[src/rtl/fir_acc.sv]
// fir_acc -- accumulate-and-dump stage of a time-multiplexed FIR filter.
//
// Sums TAPS signed products from an upstream multiplier into one wide
// accumulator, then rounds (half-up), shifts out SHIFT fractional bits,
// saturates to OUT_W bits and presents the sample on a valid/ready output.
//
// Ports
//   clk        in   single clock, rising edge
//   rst        in   synchronous active-high reset
//   prod_i     in   24-bit signed product
//   prod_valid in   prod_i valid this cycle
//   prod_ready out  block accepts prod_i this cycle
//   out_data   out  OUT_W-bit signed filtered sample
//   out_sat    out  out_data was clipped (qualified by out_valid)
//   out_valid  out  out_data / out_sat valid
//   out_ready  in   downstream accepts out_data this cycle
module fir_acc #(
    parameter int TAPS  = 16,
    parameter int OUT_W = 16,
    parameter int SHIFT = 9
) (
    input  logic             clk,
    input  logic             rst,
    input  logic [23:0]      prod_i,
    input  logic             prod_valid,
    output logic             prod_ready,
    output logic [OUT_W-1:0] out_data,
    output logic             out_sat,
    output logic             out_valid,
    input  logic             out_ready
);

    localparam int PROD_W = 24;
    localparam int CNT_W  = $clog2(TAPS);
    localparam int ACC_W  = PROD_W + CNT_W;
    // Rounding needs one guard bit above the accumulator; also keep the
    // working width above OUT_W so the saturation limits are representable.
    localparam int EXT_W  = (ACC_W > OUT_W) ? ACC_W + 1 : OUT_W + 1;

    localparam logic [CNT_W-1:0]        LAST_TAP = CNT_W'(TAPS - 1);
    localparam logic signed [EXT_W-1:0] HALF     = EXT_W'(1) << (SHIFT - 1);
    localparam logic signed [EXT_W-1:0] SAT_MAX  =
        {{(EXT_W - OUT_W + 1){1'b0}}, {(OUT_W - 1){1'b1}}};
    localparam logic signed [EXT_W-1:0] SAT_MIN  =
        {{(EXT_W - OUT_W + 1){1'b1}}, {(OUT_W - 1){1'b0}}};

    typedef enum logic {
        IDLE  = 1'b0,
        ACCUM = 1'b1
    } state_t;

    state_t                    state;
    state_t                    next_state;
    logic [CNT_W-1:0]          cnt;
    logic signed [ACC_W-1:0]   acc_p0;
    logic signed [ACC_W-1:0]   prod_ext_p0;
    logic signed [ACC_W-1:0]   sum_p0;
    logic                      accept;
    logic                      last_tap;
    logic [OUT_W:0]            res_p1;

    // Round half-up and drop SHIFT fractional bits: floor((s + 2^(SHIFT-1)) / 2^SHIFT).
    function automatic logic signed [EXT_W-1:0] round_shift(input logic signed [ACC_W-1:0] s);
        logic signed [EXT_W-1:0] wide;
        wide = {{(EXT_W - ACC_W){s[ACC_W-1]}}, s};
        wide = wide + HALF;
        return wide >>> SHIFT;
    endfunction

    // Clip to the OUT_W signed range; result is {clipped_flag, sample}.
    function automatic logic [OUT_W:0] saturate(input logic signed [EXT_W-1:0] r);
        logic [OUT_W:0] res;
        if (r > SAT_MAX) begin
            res = {1'b1, SAT_MAX[OUT_W-1:0]};
        end else if (r < SAT_MIN) begin
            res = {1'b1, SAT_MIN[OUT_W-1:0]};
        end else begin
            res = {1'b0, r[OUT_W-1:0]};
        end
        return res;
    endfunction

    // FSM: state register
    always_ff @(posedge clk) begin
        if (rst) begin
            state <= IDLE;
        end else begin
            state <= next_state;
        end
    end

    // FSM: next-state logic (TAPS >= 2, so the first tap is never the last)
    always_comb begin
        next_state = state;
        case (state)
            IDLE:    if (accept)   next_state = ACCUM;
            ACCUM:   if (last_tap) next_state = IDLE;
            default: next_state = IDLE;
        endcase
    end

    // FSM: outputs and handshake qualifiers. Only the last tap can stall,
    // and only when the previous result is still waiting downstream.
    // prod_valid deliberately does not feed prod_ready.
    always_comb begin
        prod_ready = 1'b1;
        if (cnt == LAST_TAP && out_valid && !out_ready) begin
            prod_ready = 1'b0;
        end
        accept   = prod_valid && prod_ready;
        last_tap = accept && (cnt == LAST_TAP);
    end

    // stage 0: sign-extend and accumulate; IDLE starts a fresh sum
    always_comb begin
        prod_ext_p0 = {{CNT_W{prod_i[PROD_W-1]}}, prod_i};
        if (state == IDLE) begin
            sum_p0 = prod_ext_p0;
        end else begin
            sum_p0 = acc_p0 + prod_ext_p0;
        end
        res_p1 = saturate(round_shift(sum_p0));
    end

    always_ff @(posedge clk) begin
        if (rst) begin
            cnt    <= '0;
            acc_p0 <= '0;
        end else if (accept) begin
            acc_p0 <= sum_p0;
            if (last_tap) begin
                cnt <= '0;
            end else begin
                cnt <= cnt + 1'b1;
            end
        end
    end

    // stage 1: output register; a new result may load in the same cycle
    // the old one drains, keeping out_valid high without a bubble.
    always_ff @(posedge clk) begin
        if (rst) begin
            out_data  <= '0;
            out_sat   <= 1'b0;
            out_valid <= 1'b0;
        end else if (last_tap) begin
            out_data  <= res_p1[OUT_W-1:0];
            out_sat   <= res_p1[OUT_W];
            out_valid <= 1'b1;
        end else if (out_valid && out_ready) begin
            out_valid <= 1'b0;
        end
    end

endmodule

[config.mk]
export PLATFORM = sky130hd
export DESIGN_NAME = fir_acc
export DESIGN_NICKNAME = d
export VERILOG_FILES = /design/src/rtl/fir_acc.sv
export SDC_FILE = /design/constraint.sdc
export NUM_CORES = 1
export LEC_CHECK = 0
export CORE_MARGIN = 1
export CORE_UTILIZATION = 62
export CTS_CLUSTER_SIZE = 10
export DETAILED_ROUTE_END_ITERATION = 12
export HOLD_SLACK_MARGIN = 0.12
export PLACE_DENSITY = 0.86
export SLEW_MARGIN = 20
export SYNTH_ARGS = -nofsm -noshare
export SYNTH_HDL_FRONTEND = slang
export SYNTH_SLANG_ARGS = --single-unit
export TNS_END_PERCENT = 1
[constraint.sdc]
create_clock -name clk -period 15.8 [get_ports clk]
set_input_delay 4.74 -clock clk [delete_from_list [all_inputs] [get_ports clk]]
set_output_delay 4.74 -clock clk [all_outputs]
set_load 0.02 [all_outputs]
==> impl_metrics.yaml, run 1 <==
setup_path:
  crit_chain: "clkdlybuf4s50_1, nor2b_1, nand4_1, clkdlybuf4s50_1"
  critPathMaxStageDelay_ns: 0.58
  path_common_cell: "clkdlybuf4s50_1"
  cp.required_ns: 11.06
  cp_slowest_cell: "clkdlybuf4s50_1"
  crit_type: "in -> out"
  cp-start-kind: "primary input"
  startpoint: "out_ready"
  crit_path_max_fanout: 3
  endpoint_kind: "output pin"
  worstPathArrival_ns: 6.03
  reg2reg_from: "acc_p0[0]"
power:
  p_per_area_nw_per_um2: 75.21
  irDropWorstVdd_mv: 0.04748
  p_leak_nw: 1.844
logic_synthesis:
  ys_ff_latch: 51
  ys.flop_type: "dfxtp_1"
  synth-adder-area-share_pct: 8.659
  synth.area.mux_share_pct: 2.490
  synth_top_family_by_area: "compound AO/OA/AOI/OAI gates"
  yosys.area.top_type: "dfxtp_1"
  syn_inst: 573
  yosysMostFrequentCell: "nor2_1"
  synth_area_leaders: "dfxtp_1 (23%), ha_1 (8.2%), nor2_1 (5.6%), a211oi_1 (5.4%), a21oi_1 (5.2%)"
  avgSynthCellArea_um2: 7.717
  netlist_area_um2: 4422
  yosys_warnings: 0
  synth_top_area_share_pct: 23.09
  synthXorXnorAreaFrac_pct: 5.320
  yosysSeqAreaShare_pct: 23.09
  synth_cell_types: 75
  synth_edf_count: 0
  synth_compound_area_share_pct: 34.10
  synthSimpleGateAreaFrac_pct: 21.99
  synth_nets: 631
  synth_async_sr_flop_share_pct: 0
  synth_common_cells: "nor2_1 (66), dfxtp_1 (51), nand2_1 (49)"
sta:
  setup_viol: 0
  worst_pin_slew_ns: 1.033
  hold_violations: 0
  fmax_mhz: 92.85
  period_minus_slack_ns: 10.77
  rsz0062_at_grt: "false"
  period_share_pct: 68.16
  slew_violations: 0
  skew_ns: 0.01150
  setup_tns_ns: 0
  relSlewSlack_pct: 31.14
run:
  maxCapViolCount: 0
clocking:
  cts-hold-fix-buffers: 0
  post_cts.repair.setup_buffers: 0
  clock_latency_ns: 0.31
  cts_tree: "built"
  clk_path_buf_depth: 2
  htreeDepth: 2
  clock_sinks: 51
  path_clk_slew_ns: 0.10
  cts_buffers: 5
  cts_root_buffer: "clkbuf_8"
  cts_resized: 0
place:
  place_congestion: 0.9085
  hpwl_um: 8981
  dp_cells: 687
  port_buffers: 46
drt:
  viasPerCell: 6.588
  vias: 4579
  drc: 0
  antenna_left: 0
  wl_um: 12160
  routedWlPerCell_um: 17.49
  dr.pass1.iters: 5
  drt_first_iter_violations: 336
floorplan:
  initial_utilization_pct: 64.73
  dieWidth_um: 86.45
  row_count: 30
  dieArea_um2: 7474
  ios: 47
  core_area_um2: 6832
  die_y_um: 86.45
finish:
  num_antenna_cells: 0
  drive_gt1_share_pct: 8.013
  multi_input_area_um2: 3209
  area_delta_synth_final_pct: 12.71
  stdcell_count: 695
  fin_nets: 656
  regArea_um2: 1022
  nFillCells: 565
run_status:
  status: "complete, no violations"
hold_path:
  min_from: "acc_p0[2]"
  hp-class: "reg -> reg"
global_route:
  grt_pass1_wl_um: 19980
  antenna_found_initial: 0
  grt_overflow: 0
  grt_pass1_vias: 4146
  grt_use_total_pct: 33.43
  grt_max_degree: 57
[registers in the layout (all words and copies together) (netlist names)]
signal and count:
acc_p0 28, out_data 16, cnt 4, out_sat 1
out_valid 1, state 1
[power by group]
part,total (mW),switching [mW],internal (mW)
sequential,0.140,0.00445,0.135
combinational,0.157,0.0976,0.0594
clock,0.0780,0.0470,0.0310
total,0.375,0.149,0.226
[layout make-up]
cell class	count	area share, %
timing repair buffer	49	9.691
multi-input combinational	475	64.40
tap	96	2.410
sequential	51	20.51
clock inverter	3	0.4017
clock buffer	5	1.381
inverter	16	1.205
[cells in the final DEF, fill, tap and decap left out, types with 6 or more instances in the layout]
master           instances
nor3_1                  19
nand2b_1                 6
or3_1                    6
xnor2_1                 18
dfxtp_1                 50
and2_1                   8
inv_1                   15
nor2b_1                  6
a211oi_1                32
nand2_1                 49
o211ai_1                12
nand4_1                 14
a21o_1                   7
o21ai_0                 20
mux2i_1                 11
clkdlybuf4s50_1         46
nand3_1                 15
ha_1                    29
o221a_2                 14
a21oi_1                 46
nor2_1                  66
xor2_1                   7
[critical path, delay by kind of cell]
kind | cells | cell delay (ns)
buf+inv | 2 | 0.98
simple gates | 2 | 0.30
[kinds of logic (layout without fill, tap and decap cells)]
logic type	Yosys count	in the layout
simple gates	205	205
compound gates	203	203
flops	51	51
buf+inv	47	73
fa+ha+maj	30	30
xor+xnor	26	26
mux	11	11
[path summary, 6_finish.rpt]
| kind | endpoint | slack, ns | cells past startpoint |
|---|---|---|---|
| setup / recovery | prod_ready | 5.03 | 4 |
| hold / removal | acc_p0[2] | 0.48 | 2 |
| setup reg to reg | out_data[3] | 10.70 | 13 |
| hold reg to reg | acc_p0[2] | 0.48 | 2 |
[per-layer routing]
| layer | GRT usage [%] | part of all wire [%] | up-vias | routed length (um) |
|---|---|---|---|---|
| met5 | 0 | 0 | - | 0 |
| met4 | 10.00 | 1.9 | 0 | 225 |
| met3 | 4.952 | 6.7 | 27 | 820 |
| met2 | 53.54 | 44 | 174 | 5384 |
| met1 | 46.60 | 47 | 2141 | 5727 |
| li1 | - | - | 2237 | - |
[stage by stage]
stage                     utilization (%)  total power [mW]  hold WS [ns]  cell area [um2]  worst slack [ns]
after floorplan                         -            0.2564        0.4356             4422             5.921
after global placement              71.65            0.2898        0.4442             4895             5.081
after detailed placement            71.65            0.2948        0.4587             4895             5.021
after CTS                           72.95            0.3711        0.4758             4984             5.018
after global routing                72.95            0.3962        0.4847             4984             4.915
final                               72.95            0.3748        0.4762             4984             5.030
Note: power is estimated with default switching activity, not from simulation.
==> run 2, diff against run 1 <==
--- a/config.mk
+++ b/config.mk
@@ -6,11 +6,11 @@
 export NUM_CORES = 1
 export LEC_CHECK = 0
 export CORE_MARGIN = 1
-export CORE_UTILIZATION = 62
+export CORE_UTILIZATION = 58
 export CTS_CLUSTER_SIZE = 10
 export DETAILED_ROUTE_END_ITERATION = 12
 export HOLD_SLACK_MARGIN = 0.12
-export PLACE_DENSITY = 0.86
+export PLACE_DENSITY = 0.81
 export SLEW_MARGIN = 20
 export SYNTH_ARGS = -nofsm -noshare
 export SYNTH_HDL_FRONTEND = slang
==> constraint.sdc (replaced) <==
create_clock -name clk -period 10.85 [get_ports clk]
set_input_delay 3.255 -clock clk [delete_from_list [all_inputs] [get_ports clk]]
set_output_delay 3.255 -clock clk [all_outputs]
set_load 0.02 [all_outputs]
==> run 2 against run 1 <==
Against the previous run:
- die area increased by 6.7%
- register-to-register slack worse by 4.8 ns
- clock skew shrank 0.0061 ns
- critical path type is now in -> reg
- utilization down 4.4 points
- power is 47% higher
- clock-buffer cell count unchanged
- combinational power rose by 45%
- highest routed layer unchanged
- sequential cell count stayed put
- via count is essentially flat
==> impl_metrics.yaml, run 2 (synthesis gave the netlist of run 1 again) <==
run_status:
  status: "complete, no violations"
finish:
  final_cell_mix: "nor2_1 (66), dfxtp_1 (50), nand2_1 (49)"
  final_common_cell: "nor2_1"
  fin_area_um2: 4996
  area_delta_synth_final_pct: 12.99
  reg.largest.list: "acc_p0 (28), out_data (16), cnt (4)"
  num_antenna_cells: 0
  post-route-util_pct: 68.51
  drive_gt1_share_pct: 8.013
  fin_nets: 656
  largest_reg_flops: 28
  regMostFlops: "acc_p0"
clocking:
  cts_buffers: 5
  path_clk_slew_ns: 0.10
  cts_resized: 0
  post_cts.repair.setup_buffers: 0
  clock_sinks: 51
  clk_path_buf_depth: 2
  htreeDepth: 2
  cts_root_buffer: "clkbuf_8"
  cts-hold-fix-buffers: 0
  clock_latency_ns: 0.31
  cts_tree: "built"
setup_path:
  endpoint_kind: "flip-flop"
  crit_path_max_fanout: 15
  cp-start-kind: "primary input"
  crit_buf_inv: 1
  crit_chain: "clkdlybuf4s50_1, ha_1, fa_1, a211oi_1, o211ai_1, a21oi_1, xnor2_1, a31oi_1, or4_1, or3_4, o41ai_1, o311ai_1, nand3_1, o221a_2"
  worstPathArrival_ns: 8.29
  crit_type: "in -> reg"
  cp_slowest_cell: "or4_1"
  crit_family: "compound AO/OA/AOI/OAI gates"
  critPathMaxStageDelay_ns: 0.71
  cp.required_ns: 11.11
hold_path:
  hp-class: "reg -> reg"
sta:
  slew_violations: 0
  skew_ns: 0.005377
  worst_pin_slew_ns: 1.047
  setup_tns_ns: 0
  period_minus_slack_ns: 8.024
  period_share_pct: 73.95
  hold_violations: 0
  fmax_mhz: 124.6
  setup_slack_ns: 2.826
  rsz0062_at_grt: "false"
  setup_viol: 0
  relSlewSlack_pct: 30.22
drt:
  routedWlPerCell_um: 17.38
  vias: 4581
  wl_um: 12130
  drc: 0
  antenna_left: 0
  dr.pass1.iters: 5
  drt_first_iter_violations: 349
  viasPerCell: 6.563
power:
  p_leak_nw: 1.854
  share_comb_of_total_power_pct: 41.5
  power_switching_mw: 0.2187
  irDropWorstVdd_mv: 0.07065
  p_per_area_nw_per_um2: 110.1
  pwr-share-clk_pct: 21.5
  netSwitchingFraction_pct: 39.74
  finalPower_mw: 0.5502
  seq_power_share_pct: 37.0
  p_int_mw: 0.3316
global_route:
  grt_pass1_wl_um: 19290
  grt_use_total_pct: 31.11
  grt_pass1_vias: 4016
  grt_max_degree: 57
  antenna_found_initial: 0
  grt_overflow: 0
run:
  maxCapViolCount: 0
floorplan:
  initial_utilization_pct: 60.64
  dieWidth_um: 89.32
  dieArea_um2: 7977
  core_area_um2: 7292
  die_y_um: 89.32
  row_count: 31
  ios: 47
place:
  port_buffers: 46
  dpl_cell_area_um2: 4898
  place_congestion: 1.004
  hpwl_um: 9089
  place_worst_setup_slack_ns: 2.628
[run 2: area by class of cell]
type | count | area, um2
Clock inverter | 3 | 28.78
Multi-Input combinational cell | 475 | 3209
Clock buffer | 5 | 68.82
Fill cell | 649 | 2296
Tap cell | 99 | 123.9
Timing Repair Buffer | 49 | 483.0
Inverter | 16 | 60.06
Sequential cell | 51 | 1022
[run 2: final timing paths]
| path | startpoint | to | slack [ns] | cells past startpoint |
|---|---|---|---|---|
| max | prod_i[0] | out_data[8] | 2.83 | 14 |
| min | acc_p0[11] | acc_p0[11] | 0.47 | 2 |
| max reg2reg | acc_p0[0] | out_data[8] | 5.90 | 13 |
| min reg2reg | acc_p0[11] | acc_p0[11] | 0.47 | 2 |
[run 2: power groups by stage]
stage               Sequential, mW  Combinational, mW  Clock [mW]
finish                       0.203              0.228       0.118
global placement             0.207              0.216           0
CTS                          0.203              0.223       0.121
global route                 0.205              0.249       0.128
floorplan                    0.206              0.167           0
detailed placement           0.208              0.221           0
[run 2: stage by stage]
step                      hold WS (ns)  cells
final                           0.4733    698
after global routing            0.4907    698
after CTS                       0.4766    698
after detailed placement        0.4611    690
after global placement          0.4440    690
after floorplan                 0.4356    573
[run 2: metal layers]
metal,track usage [%],vias up,part of all wire (%)
met4,8.658,0,1.9
met1,44.77,2120,48
li1,-,2225,-
met3,3.693,27,6.1
met2,49.06,209,44
met5,0,-,0
[run 2: tightest hold or removal path, delay by kind of cell (launching register included)]
kind             cells  cell delay (ns)
flip-flops           1             0.33
AND/OR/NAND/NOR      1             0.05
AO/OA/AOI/OAI        1             0.05
==> run 3, diff against run 2 <==
--- a/config.mk
+++ b/config.mk
@@ -6,11 +6,11 @@
 export NUM_CORES = 1
 export LEC_CHECK = 0
 export CORE_MARGIN = 1
-export CORE_UTILIZATION = 58
+export CORE_UTILIZATION = 52
 export CTS_CLUSTER_SIZE = 10
 export DETAILED_ROUTE_END_ITERATION = 12
 export HOLD_SLACK_MARGIN = 0.12
-export PLACE_DENSITY = 0.81
+export PLACE_DENSITY = 0.77
 export SLEW_MARGIN = 20
 export SYNTH_ARGS = -nofsm -noshare
 export SYNTH_HDL_FRONTEND = slang
==> constraint.sdc (replaced) <==
create_clock -name clk -period 7.1 [get_ports clk]
set_input_delay 2.13 -clock clk [delete_from_list [all_inputs] [get_ports clk]]
set_output_delay 2.13 -clock clk [all_outputs]
set_load 0.02 [all_outputs]
==> run 3 against run 2 <==
Against the previous run:
- routed wire length increased by 2.6%
- cell count increased by 1.1%
- register-to-register slack got worse by 3.5 ns
- die area increased by 11%
- critical path depth decreased by 1
- non-clock buffer count increased by 3
- clock-buffer cell count unchanged
- sequential cell count unchanged
- first-iteration DRC count decreased by 12%
- via count decreased by 0.70%
- combinational power increased by 54%
- largest cell class unchanged
- largest power group unchanged
==> impl_metrics.yaml, run 3 (synthesis gave the netlist of run 1 again) <==
power:
  pwr-share-clk_pct: 23.5
  seq_power_share_pct: 36.1
  share_comb_of_total_power_pct: 40.4
  p_leak_nw: 1.868
  finalPower_mw: 0.8651
  netSwitchingFraction_pct: 37.87
  p_per_area_nw_per_um2: 171.8
  power_switching_mw: 0.3276
  p_int_mw: 0.5375
  irDropWorstVdd_mv: 0.1081
setup_path:
  cp.required_ns: 7.35
  crit_type: "in -> reg"
  cp-start-kind: "primary input"
  reg2reg_depth: 12
  worstPathArrival_ns: 6.90
  reg2reg_from: "acc_p0[8]"
  endpoint_kind: "flip-flop"
  crit_path_max_fanout: 15
  timing.rr.end: "out_data[0]"
  startpoint: "prod_i[8]"
  rrSetupSlack_ns: 2.42
global_route:
  grt_pass1_vias: 4120
  grt_overflow: 0
  grt_use_total_pct: 28.63
  grt.met2_usage_pct: 44.44
  grt_use_met1_pct: 41.31
  grtUsageMet3_pct: 4.045
  grt_pass1_wl_um: 20130
  grt_max_degree: 57
  antenna_found_initial: 0
  grt.busiest_layer: "met2"
finish:
  fin_nets: 659
  area_delta_synth_final_pct: 13.87
  post-route-util_pct: 61.28
  stdcell_count: 706
  final_cell_mix: "nor2_1 (66), dfxtp_1 (50), nand2_1 (49)"
  final_common_cell: "nor2_1"
  reg.largest.list: "acc_p0 (28), out_data (16), cnt (4)"
  fin_area_um2: 5035
  regMostFlops: "acc_p0"
  num_antenna_cells: 0
  largest_reg_flops: 28
  drive_gt1_share_pct: 8.319
clocking:
  cts_tree: "built"
  clk_path_buf_depth: 2
  clock_sinks: 51
  cts_buffers: 5
  cts_root_buffer: "clkbuf_8"
  cts_resized: 0
  cts-hold-fix-buffers: 0
  post_cts.repair.setup_buffers: 0
  htreeDepth: 2
  path_clk_slew_ns: 0.09
  clock_latency_ns: 0.31
hold_path:
  hp-class: "reg -> reg"
  min_path_cells: 2
  min_to: "acc_p0[2]"
  min_from: "acc_p0[2]"
drt:
  dr.pass1.iters: 5
  viasPerCell: 6.443
  vias: 4549
  drt_first_iter_violations: 308
  antenna_left: 0
  drc: 0
  wl_um: 12450
  routedWlPerCell_um: 17.63
run:
  maxCapViolCount: 0
floorplan:
  ios: 47
  dieArea_um2: 8876
  die_y_um: 94.22
  core_area_um2: 8217
  dieWidth_um: 94.22
  initial_utilization_pct: 53.81
  row_count: 33
sta:
  hold_violations: 0
  holdWs_ns: 0.4772
  slew_violations: 0
  setup_viol: 0
  period_minus_slack_ns: 6.646
  setup_slack_ns: 0.4537
  worst_pin_slew_ns: 1.040
  skew_ns: 0.01067
  relSlewSlack_pct: 30.68
  fmax_mhz: 150.5
  rsz0062_at_grt: "false"
  period_share_pct: 93.61
  setup_tns_ns: 0
place:
  place_worst_setup_slack_ns: 0.2087
  hpwl_um: 9251
  dp_cells: 699
  dpl_cell_area_um2: 4928
  place_congestion: 1.022
  port_buffers: 46
run_status:
  status: "complete, no violations"
## run 3: changes by cell type in the layout (fill, tap and decap cells not counted)
cell | before | now
bufinv_16 | 0 | 1
buf_4 | 3 | 6
clkinv_4 | 2 | 0
inv_8 | 1 | 0
clkinvlp_4 | 0 | 1
## run 3: worst max-delay path by stage
| stage | to | slack, ns | cells past startpoint |
|---|---|---|---|
| after floorplan | out_data[5] | 0.96 | 15 |
| after global placement | out_data[14] | 0.33 | 13 |
| after detailed placement | out_data[0] | 0.21 | 14 |
| after CTS | out_data[0] | 0.51 | 14 |
| after global routing | out_data[0] | 0.18 | 13 |
| final | out_data[0] | 0.45 | 13 |
## run 3: routing by layer
layer,share of wire (%),up-vias
li1,-,2238
met1,49,2135
met2,44,166
met3,5.9,10
met4,0.92,0
met5,0,-
## run 3: critical path, stage by stage
cell	delay [ns]
clkdlybuf4s50_1	0.44
ha_1	0.40
a21oi_1	0.53
o21ai_1	0.22
a31oi_2	0.35
xnor2_2	0.19
a31oi_1	0.17
or4_1	0.59
or3_4	0.37
o41ai_1	0.51
o311ai_1	0.20
nand3_1	0.49
o221a_2	0.31
## run 3: area by class of cell
class                   count  area (um2)
flip-flops and latches     51        1022
clock inverters             2       37.54
inverters                  16       60.06
fillers                   777        3182
clock buffers               5       68.82
well taps                 105       131.4
repair buffers             52       505.5
multi-input cells         475        3209
## run 3: power groups by stage
stage / Clock, mW / Combinational, mW / Sequential, mW
floorplan: 0 / 0.256 / 0.315
global placement: 0 / 0.334 / 0.317
detailed placement: 0 / 0.340 / 0.318
CTS: 0.210 / 0.343 / 0.312
global route: 0.218 / 0.384 / 0.314
finish: 0.203 / 0.350 / 0.312
